$ cat src/rtl/fft16_ctrl_if.sv
// Bundle between the FFT sequencer and its memory / butterfly / capture logic.
//
// Handshake: there is no ready signal. start is a level request that the
// sequencer samples only while idle; busy stays high for the whole transform
// and done pulses for one cycle after the final write has been issued. A start
// seen while busy or during done is dropped, never queued. rd_en and wr_en are
// single-cycle strobes that qualify their addresses in the same cycle.
interface fft16_ctrl_if #(
    parameter int NBITS = 16
);
    logic             start;
    logic             busy;
    logic             done;
    logic             rd_en;
    logic [3:0]       rd_addr_a;
    logic [3:0]       rd_addr_b;
    logic             wr_en;
    logic [3:0]       wr_addr_a;
    logic [3:0]       wr_addr_b;
    logic [NBITS-1:0] tw_re;
    logic [NBITS-1:0] tw_im;
    logic [1:0]       stage;
    logic [1:0]       dbg_state;

    // Sequencer side
    modport master (
        input  start,
        output busy, done, rd_en, rd_addr_a, rd_addr_b,
        output wr_en, wr_addr_a, wr_addr_b, tw_re, tw_im, stage, dbg_state
    );

    // Memory / butterfly / capture side
    modport slave (
        output start,
        input  busy, done, rd_en, rd_addr_a, rd_addr_b,
        input  wr_en, wr_addr_a, wr_addr_b, tw_re, tw_im, stage, dbg_state
    );
endinterface

$ cat src/rtl/fft16_ctrl.sv
// Sequencer for a 16-point radix-2 DIT FFT: walks 4 stages x 8 butterflies,
// issues in-place reads, presents the twiddle one cycle after the operand data
// (the butterfly registers B ahead of its twiddle product) and writes results
// back through a valid/address delay line matched to memory + butterfly latency.
// Every output comes straight from a flop. MEM_LAT must be at least 1.
module fft16_ctrl #(
    parameter int NBITS   = 16,
    parameter int MEM_LAT = 1,
    parameter int BF_LAT  = 4
) (
    input  logic         clk,
    input  logic         rst_n,
    fft16_ctrl_if.master bus
);
    typedef enum logic [1:0] {
        IDLE  = 2'd0,
        ISSUE = 2'd1,
        DRAIN = 2'd2,
        DONE  = 2'd3
    } state_t;

    // Write-back lags issue by this many cycles; draining the same number of
    // cycles puts the next stage's first read right after the last write.
    localparam int PIPE_D = MEM_LAT + BF_LAT;
    localparam int DW     = $clog2(PIPE_D + 1);

    state_t         state_q, state_d;
    logic [2:0]     j_q, j_d;
    logic [1:0]     stage_q, stage_d;
    logic [DW-1:0]  drain_q, drain_d;
    logic           issue_d;

    logic [3:0]     span, idx, grp, a_d, b_d;
    logic [2:0]     k_d;

    logic           rd_en_q;
    logic [3:0]     ra_q, rb_q;
    logic [2:0]     k_q;
    logic           busy_q, done_q;

    logic           pv [PIPE_D];
    logic [3:0]     pa [PIPE_D];
    logic [3:0]     pb [PIPE_D];
    logic [2:0]     pk [MEM_LAT];

    logic [31:0]    tw_pair;
    logic [NBITS-1:0] tw_re_d, tw_im_d, tw_re_q, tw_im_q;

    // Next-state logic: 8 issues per stage, fixed drain, single-cycle DONE
    always_comb begin
        state_d = state_q;
        j_d     = j_q;
        stage_d = stage_q;
        drain_d = drain_q;
        case (state_q)
            IDLE: begin
                if (bus.start) begin
                    state_d = ISSUE;
                    j_d     = 3'd0;
                    stage_d = 2'd0;
                end
            end
            ISSUE: begin
                j_d = j_q + 3'd1;
                if (j_q == 3'd7) begin
                    state_d = DRAIN;
                    drain_d = '0;
                end
            end
            DRAIN: begin
                if (drain_q == DW'(PIPE_D - 1)) begin
                    if (stage_q == 2'd3) begin
                        state_d = DONE;
                    end else begin
                        state_d = ISSUE;
                        stage_d = stage_q + 2'd1;
                    end
                end else begin
                    drain_d = drain_q + DW'(1);
                end
            end
            DONE: begin
                state_d = IDLE;
                stage_d = 2'd0;
            end
            default: state_d = IDLE;
        endcase
        issue_d = (state_d == ISSUE);
    end

    // Butterfly operand addresses and twiddle index for the next issue
    always_comb begin
        span = 4'd1 << stage_d;
        idx  = {1'b0, j_d} & (span - 4'd1);
        grp  = {1'b0, j_d} >> stage_d;
        a_d  = 4'(grp << ({1'b0, stage_d} + 3'd1)) | idx;
        b_d  = a_d + span;
        k_d  = 3'(idx << (2'd3 - stage_d));
    end

    // Twiddle ROM, looked up for the issue that is MEM_LAT cycles old so the
    // registered value lands one cycle after the operand data
    always_comb begin
        tw_pair = 32'h0000_0000;
        if (pv[MEM_LAT-1]) begin
            case (pk[MEM_LAT-1])
                3'd0: tw_pair = 32'h4000_0000;
                3'd1: tw_pair = 32'h3B21_E782;
                3'd2: tw_pair = 32'h2D41_D2BF;
                3'd3: tw_pair = 32'h187E_C4DF;
                3'd4: tw_pair = 32'h0000_C000;
                3'd5: tw_pair = 32'hE782_C4DF;
                3'd6: tw_pair = 32'hD2BF_D2BF;
                3'd7: tw_pair = 32'hC4DF_E782;
                default: tw_pair = 32'h0000_0000;
            endcase
        end
        tw_re_d = NBITS'($signed(tw_pair[31:16]));
        tw_im_d = NBITS'($signed(tw_pair[15:0]));
    end

    // State, counters, issue registers and the write-back delay line
    always_ff @(posedge clk) begin
        if (!rst_n) begin
            state_q <= IDLE;
            j_q     <= '0;
            stage_q <= '0;
            drain_q <= '0;
            rd_en_q <= 1'b0;
            ra_q    <= '0;
            rb_q    <= '0;
            k_q     <= '0;
            busy_q  <= 1'b0;
            done_q  <= 1'b0;
            tw_re_q <= '0;
            tw_im_q <= '0;
            for (int i = 0; i < PIPE_D; i++) begin
                pv[i] <= 1'b0;
                pa[i] <= '0;
                pb[i] <= '0;
            end
            for (int i = 0; i < MEM_LAT; i++) begin
                pk[i] <= '0;
            end
        end else begin
            state_q <= state_d;
            j_q     <= j_d;
            stage_q <= stage_d;
            drain_q <= drain_d;
            rd_en_q <= issue_d;
            ra_q    <= issue_d ? a_d : 4'd0;
            rb_q    <= issue_d ? b_d : 4'd0;
            k_q     <= issue_d ? k_d : 3'd0;
            busy_q  <= (state_d == ISSUE) || (state_d == DRAIN);
            done_q  <= (state_d == DONE);
            tw_re_q <= tw_re_d;
            tw_im_q <= tw_im_d;
            pv[0]   <= rd_en_q;
            pa[0]   <= ra_q;
            pb[0]   <= rb_q;
            for (int i = 1; i < PIPE_D; i++) begin
                pv[i] <= pv[i-1];
                pa[i] <= pa[i-1];
                pb[i] <= pb[i-1];
            end
            pk[0] <= k_q;
            for (int i = 1; i < MEM_LAT; i++) begin
                pk[i] <= pk[i-1];
            end
        end
    end

    assign bus.busy      = busy_q;
    assign bus.done      = done_q;
    assign bus.rd_en     = rd_en_q;
    assign bus.rd_addr_a = ra_q;
    assign bus.rd_addr_b = rb_q;
    assign bus.wr_en     = pv[PIPE_D-1];
    assign bus.wr_addr_a = pa[PIPE_D-1];
    assign bus.wr_addr_b = pb[PIPE_D-1];
    assign bus.tw_re     = tw_re_q;
    assign bus.tw_im     = tw_im_q;
    assign bus.stage     = stage_q;
    assign bus.dbg_state = state_q;
endmodule

$ cat src/flat_wrapper.sv
// flat-port wrapper written by rule: the top's interface ports become plain ports
module fft16_ctrl_flat 
#(
    parameter int NBITS   = 16,
    parameter int MEM_LAT = 1,
    parameter int BF_LAT  = 4
)
  (clk, rst_n, bus_start, bus_busy, bus_done, bus_rd_en, bus_rd_addr_a, bus_rd_addr_b, bus_wr_en, bus_wr_addr_a, bus_wr_addr_b, bus_tw_re, bus_tw_im, bus_stage, bus_dbg_state);
  fft16_ctrl_if #(.NBITS(NBITS)) bus_i ();
  input  logic clk;
  input  logic rst_n;
  input wire logic [$bits(bus_i.start)-1:0] bus_start;
  output wire logic [$bits(bus_i.busy)-1:0] bus_busy;
  output wire logic [$bits(bus_i.done)-1:0] bus_done;
  output wire logic [$bits(bus_i.rd_en)-1:0] bus_rd_en;
  output wire logic [$bits(bus_i.rd_addr_a)-1:0] bus_rd_addr_a;
  output wire logic [$bits(bus_i.rd_addr_b)-1:0] bus_rd_addr_b;
  output wire logic [$bits(bus_i.wr_en)-1:0] bus_wr_en;
  output wire logic [$bits(bus_i.wr_addr_a)-1:0] bus_wr_addr_a;
  output wire logic [$bits(bus_i.wr_addr_b)-1:0] bus_wr_addr_b;
  output wire logic [$bits(bus_i.tw_re)-1:0] bus_tw_re;
  output wire logic [$bits(bus_i.tw_im)-1:0] bus_tw_im;
  output wire logic [$bits(bus_i.stage)-1:0] bus_stage;
  output wire logic [$bits(bus_i.dbg_state)-1:0] bus_dbg_state;
  assign bus_i.start = bus_start;
  assign bus_busy = bus_i.busy;
  assign bus_done = bus_i.done;
  assign bus_rd_en = bus_i.rd_en;
  assign bus_rd_addr_a = bus_i.rd_addr_a;
  assign bus_rd_addr_b = bus_i.rd_addr_b;
  assign bus_wr_en = bus_i.wr_en;
  assign bus_wr_addr_a = bus_i.wr_addr_a;
  assign bus_wr_addr_b = bus_i.wr_addr_b;
  assign bus_tw_re = bus_i.tw_re;
  assign bus_tw_im = bus_i.tw_im;
  assign bus_stage = bus_i.stage;
  assign bus_dbg_state = bus_i.dbg_state;
  fft16_ctrl #(.NBITS(NBITS), .MEM_LAT(MEM_LAT), .BF_LAT(BF_LAT)) u_core (.clk(clk), .rst_n(rst_n), .bus(bus_i));
endmodule
$ cat config.mk
export PLATFORM = sky130hd
export DESIGN_NAME = fft16_ctrl_flat
export DESIGN_NICKNAME = d
export VERILOG_FILES = /design/src/rtl/fft16_ctrl_if.sv /design/src/rtl/fft16_ctrl.sv /design/src/flat_wrapper.sv
export SDC_FILE = /design/constraint.sdc
export NUM_CORES = 1
export LEC_CHECK = 0
export ABC_AREA = 1
export BUFFER_PORTS_ARGS = -buffer_cell sky130_fd_sc_hd__buf_4
export CORE_MARGIN = 2
export CORE_UTILIZATION = 55
export CTS_BUF_LIST = sky130_fd_sc_hd__clkbuf_8 sky130_fd_sc_hd__clkbuf_16
export CTS_CLUSTER_DIAMETER = 50
export CTS_CLUSTER_SIZE = 30
export DETAILED_ROUTE_END_ITERATION = 12
export GPL_TIMING_DRIVEN = 0
export PLACE_DENSITY_LB_ADDON = 0.15
export SYNTH_ARGS = -nofsm -noshare
export SYNTH_HDL_FRONTEND = slang
export SYNTH_SLANG_ARGS = --single-unit
$ cat constraint.sdc
create_clock -name clk -period 3.7 [get_ports clk]
set_input_delay 0.74 -clock clk [delete_from_list [all_inputs] [get_ports clk]]
set_output_delay 0.74 -clock clk [all_outputs]
set_load 0.02 [all_outputs]
# Yosys cells after proc, flatten, opt, wreduce, memory -nomap -nowiden
# Memories as Yosys holds them, arrays and structs flattened. A register that Yosys moved wholly into a read port is not among the register bits.
# Index checks and enable logic that the tools add are counted.
# word_totals
ff_bits	40
latch_bits	0
ramBits	48
romBits	248
inputBits	3
output_inout_bits	56
wordCells	96
n_memories	5
# op_classes
add_sub_neg	7
n_mul	0
n_div	0
magnitude_cmp	0
eq_ne	11
shift	4
muxes	33
bitwise	17
reduce_logical	8
# mem_list
name	words	word_bits	rd	rd_ports_with_merged_regs	wr	line	rtl
(no name shown)	8	31	1	1	0	fft16_ctrl.sv:106	case (pk[MEM_LAT-1])
u_core.pa	5	4	5	0	5	fft16_ctrl.sv:42	logic [3:0] pa [PIPE_D];
u_core.pb	5	4	5	0	5	fft16_ctrl.sv:43	logic [3:0] pb [PIPE_D];
u_core.pv	5	1	5	0	5	fft16_ctrl.sv:41	logic pv [PIPE_D];
u_core.pk	1	3	1	0	1	fft16_ctrl.sv:44	logic [2:0] pk [MEM_LAT];
# ops
cell	count
4-bit two-way mux	10
1-bit OR	15
2-bit two-way mux	7
3-bit two-way mux	4
3-bit case mux with 2 select lines	2
2-bit equality test, second input constant	5
1-bit two-way mux	8
2-bit case mux with 4 select lines	1
3-bit by 1-bit adder with 3-bit output, second input constant	2
3-bit equality test, second input constant	2
2-bit case mux with 3 select lines	1
4-bit adder	1
3-bit by 4-bit AND with 4-bit output	1
2-bit by 1-bit equality test with 1-bit output, second input constant	2
4-bit OR	1
2-bit AND reduction	2
1-bit by 2-bit << shifter with 4-bit output, first input constant	1
4-bit by 2-bit << shifter with 3-bit output	1
4-bit by 3-bit << shifter with 4-bit output	1
3-bit by 2-bit right shift with 4-bit output	1
4-bit by 1-bit subtractor with 4-bit output, second input constant	1
2-bit by 1-bit adder with 3-bit output, second input constant	1
3-bit AND reduction	1
3-bit OR reduction	1
8 further kinds	8

# Longest topological paths before layout
# logic_depth
depth_word	9
mapped_depth	20
mapped_depth_nobuf	20

# Worst setup path after synthesis
# Ideal clock, no wire load.
# synth_path
path_type	register to register
start	register u_core.state_q[1] (netlist: u_core.bus.dbg_state[1])
end	register u_core.rb_q[3] (netlist: u_core.bus.rd_addr_b[3])
setup_time_ps	126
arrival_time_ps	2801
t_required_ps	3574
setup_slack_ps	773
path_stages_with_launch	20
period_less_slack_ps	2927
path_cell_list	dfxtp_1 inv_1 ha_1 nand2_2 inv_1 nor2_2 nand2_2 nand2_4 clkinv_4 ha_1 nor2_1 nand4_1 nand3_2 ha_1 nand2_1 nand2_1 a31oi_1 inv_1 nand4_2 a21oi_2
# synth_between
elab_chain_len	7
word_cells_on_any_way	20
cone_classes	add/sub (3); eq/ne (4); shift (3); mux (6); bitwise (2); reduce/logical (2)
# synth_rtl
element	line	rtl
start, declared	fft16_ctrl.sv:27	state_t state_q, state_d;
start signal, assigned	fft16_ctrl.sv:146	state_q <= state_d;
2-bit equality test or 2-bit zero test (tied branches)	fft16_ctrl.sv:55	case (state_q)
2-bit case mux with 3 select lines (*)	fft16_ctrl.sv:55	
via u_core.stage_d[0]	fft16_ctrl.sv:29	logic [1:0] stage_q, stage_d;
1-bit by 2-bit << shifter with 4-bit output	fft16_ctrl.sv:93	span = 4'd1 << stage_d;
4-bit by 1-bit subtractor with 4-bit output	fft16_ctrl.sv:94	idx = {1'b0, j_d} & (span - 4'd1);
3-bit by 4-bit AND with 4-bit output	fft16_ctrl.sv:94	
4-bit OR (*)	fft16_ctrl.sv:96	a_d = 4'(grp << ({1'b0, stage_d} + 3'd1)) | idx;
via u_core.a_d[2]	fft16_ctrl.sv:33	logic [3:0] span, idx, grp, a_d, b_d;
4-bit adder (*)	fft16_ctrl.sv:97	b_d = a_d + span;
end signal, assigned	fft16_ctrl.sv:152	rb_q <= issue_d ? b_d : 4'd0;
end, declared	fft16_ctrl.sv:37	logic [3:0] ra_q, rb_q;
# The timed path passes the listed nets; every way through them passes the cells marked *.
# A chain may end at the register's enable or synchronous reset.

# Final worst setup path
# Ends and elaborated chain as after synthesis.

==> flow_summary.json <==
{
  "core_area_sq_um": 5960,
  "die_w_um": 82.9,
  "grtUsageMet2": 0.312,
  "first_global_vias": 2360,
  "final_hold_viol_count": 0,
  "p_comb_frac": 0.075,
  "ff_latch_area_sq_um": 1800,
  "drv_slew": 0,
  "area_growth_pct": 21.0,
  "ant_nets": 0,
  "wire_per_inst_um": 10.2,
  "finalSetupViolCount": 0,
  "wl_um": 5580,
  "multi_input_area_sq_um": 1140,
  "cts_tree": "done",
  "grtUsageMet1": 0.186,
  "insertedDiodeCount": 0,
  "synth.largest_area_cell": "dfxtp_1",
  "rsz0062_at_grt": "false",
  "path_clk_slew_ns": 0.10,
  "critPathCaptureType": "flip-flop",
  "peakVddDrop_mv": 0.280,
  "fin_crit_sh": 0.855,
  "syn_area_sq_um": 3420,
  "period_needed_ns": 3.16,
  "cts_root_buffer": "clkbuf_8",
  "dp.final_hpwl_um": 4100,
  "yosys.cell_types.count": 34,
  "cap_violations": 0,
  "initial_utilization": 0.575,
  "grt_first_pass_wirelength_um": 9720,
  "power_frac_clock": 0.367,
  "fin_nets": 494,
  "gr-total-overflow": 0,
  "routed_via_density": 4.55,
  "outcome": "finished, final reports clean",
  "htreeDepth": 3,
  "postCtsHoldBufs": 0,
  "clockBufferDepth": 2,
  "dp_slack_ns": 0.514,
  "boundaryPins": 59,
  "drive_above_1_share": 0.242,
  "use_met3": 0.0378,
  "num_rows": 28,
  "power.sequential.fraction": 0.558,
  "synth_area_per_cell_sq_um": 8.56,
  "gp_congestion": 0.879,
  "drc": 0,
  "final_util": 0.696,
  "crit_arrival_ns": 3.41,
  "p_int_mw": 1.31,
  "tns_ns": 0,
  "critPathKind": "reg2reg",
  "p_per_area_nw_per_um2": 434,
  "cts.repair.resized": 0,
  "switching_power_uw": 490,
  "placed_cell_area_sq_um": 3940,
  "route.vias.total": 2489,
  "syn_nets": 427,
  "yosys_register_bits": 90,
  "cts.sinks": 90,
  "fin_ws_ns": 0.537,
  "die_area_sq_um": 6870,
  "crit_path_start_kind": "flip-flop",
  "first_iter_violations": 55,
  "yosys-top-cells-area": "dfxtp_1, nand2_1, inv_1",
  "fin_area_sq_um": 4140,
  "netlist_instances": 400,
  "ys_warn_count": 0,
  "synth_top_area_frac": 0.526,
  "cts_setup_buffers": 0,
  "skew_ns": 0.0133,
  "fill_cells": 489,
  "numCtsBuffers": 9,
  "die_y_um": 82.9,
  "grt_max_degree": 20,
  "grt_use_total": 0.172,
  "port_buffers": 56,
  "cp.required_ns": 3.95,
  "insertion_delay_ns": 0.36,
  "top_usage_layer": "met2",
  "fmaxAchievable_mhz": 316,
  "path_max_fanout": 11,
  "yosysSeqAreaShare": 0.526,
  "first_pass_iters": 4,
  "leakage_nw": 2.30,
  "hold_class": "reg2reg",
  "antenna_found_initial": 0,
  "switching_share": 0.273
}
## area by class of cell
class | instances | area share
multi-input combinational | 200 | 0.274
tap | 75 | 0.0226
inverter | 84 | 0.0773
clock buffer | 9 | 0.0299
sequential | 90 | 0.435
buffer | 26 | 0.0399
clock inverter | 7 | 0.0196
timing repair buffer | 56 | 0.101
## cell usage in the layout, fill, tap and decap left out, types with 2 or more instances in the layout
cell type | Yosys | layout
dfxtp_1 | 90 | 90
nand2_1 | 85 | 85
inv_1 | 77 | 77
buf_4 | 18 | 74
ha_1 | 23 | 23
nor2_1 | 21 | 21
a21oi_1 | 17 | 17
nand3_1 | 12 | 12
clkbuf_8 | 0 | 9
nand2_2 | 8 | 8
clkbuf_1 | 8 | 8
o21ai_0 | 7 | 7
inv_2 | 5 | 5
clkinv_4 | 1 | 3
nand3_2 | 3 | 3
o22ai_1 | 3 | 3
a211oi_1 | 3 | 3
xor2_1 | 2 | 2
clkinv_8 | 0 | 2
inv_8 | 0 | 2
## final timing paths
check,startpoint,to,slack [ns],cells after the start
hold reg to reg,u_core.pb[0][5]$_SDFF_PN0_,u_core.pb[0][9]$_SDFF_PN0_,0.41,2
setup / recovery,u_core.bus.dbg_state[1]$_SDFF_PN0_,u_core.bus.rd_addr_b[3]$_SDFF_PN0_,0.54,19
hold / removal,u_core.pb[0][5]$_SDFF_PN0_,u_core.pb[0][9]$_SDFF_PN0_,0.41,2
setup reg to reg,u_core.bus.dbg_state[1]$_SDFF_PN0_,u_core.bus.rd_addr_b[3]$_SDFF_PN0_,0.54,19
## per-stage QoR
| stage | instances | power [mW] | hold WS [ns] |
|---|---|---|---|
| CTS | 547 | 1.81 | 0.412 |
| detailed placement | 531 | 1.16 | 0.395 |
| global placement | 531 | 1.16 | 0.392 |
| finish | 547 | 1.80 | 0.412 |
| global route | 547 | 1.86 | 0.429 |
| floorplan | 400 | 1.12 | 0.390 |
## flip-flops by register name, summed over array words and instances, names as in the netlist, 4 cells and up
name and flops:
u_core.bus.tw_im 7, u_core.bus.rd_addr_a 4, u_core.pv 5, u_core.bus.rd_addr_b 4, u_core.pb 20, u_core.pa 20, u_core.bus.tw_re 11
## power by group through the flow
| stage | clock network, mW | logic, mW | registers (mW) |
|---|---|---|---|
| after floorplan | 0 | 0.0850 | 1.03 |
| after detailed placement | 0 | 0.135 | 1.03 |
| after CTS | 0.675 | 0.136 | 1.00 |
| final | 0.660 | 0.135 | 1.00 |
| after global placement | 0 | 0.131 | 1.02 |
| after global routing | 0.703 | 0.154 | 1.00 |
## synth_stat cells
cell type and instances:
dfxtp_1 90, nand2_1 85, inv_1 77, ha_1 23, nor2_1 21, buf_4 18
a21oi_1 17, nand3_1 12, clkbuf_1 8, nand2_2 8, o21ai_0 7, inv_2 5
a211oi_1 3, nand3_2 3, o22ai_1 3, xor2_1 2, a21oi_2 1, a31o_2 1
a31oi_1 1, clkinv_1 1, clkinv_4 1, conb_1 1, fa_1 1, nand2_4 1
nand4_1 1, nand4_2 1, nor2_2 1, nor2_4 1, nor3_1 1, nor4_1 1
o211ai_1 1, o21ai_1 1, o31ai_1 1, or2_2 1
## logic make-up after synthesis
kind of cell	after synthesis	share of synthesized area
buffers and inverters	110	0.142
AND/OR/NAND/NOR	137	0.176
other	1	0.00110
adder cells (fa/ha/maj)	24	0.0899
XOR/XNOR	2	0.00512
AO/OA/AOI/OAI	36	0.0599
flip-flops	90	0.526
## worst max-delay path: stages (launching register included)
cell and delay, ns:
dfxtp_1 0.45, inv_1 0.11, ha_1 0.23, nand2_2 0.12, inv_1 0.07, nor2_2 0.10
nand2_2 0.09, nand2_4 0.14, clkinv_4 0.11, ha_1 0.35, nor2_1 0.20, nand4_1 0.14
nand3_2 0.12, ha_1 0.26, nand2_1 0.08, nand2_1 0.05, a31oi_1 0.18, inv_1 0.08
nand4_2 0.10, a21oi_2 0.06
## metal layers
metal,part of all wire,wire (um)
met5,0,0
met4,0.019,107
met3,0.046,258
met2,0.50,2810
met1,0.43,2410
No activity file was read; power rests on OpenSTA's default activity.
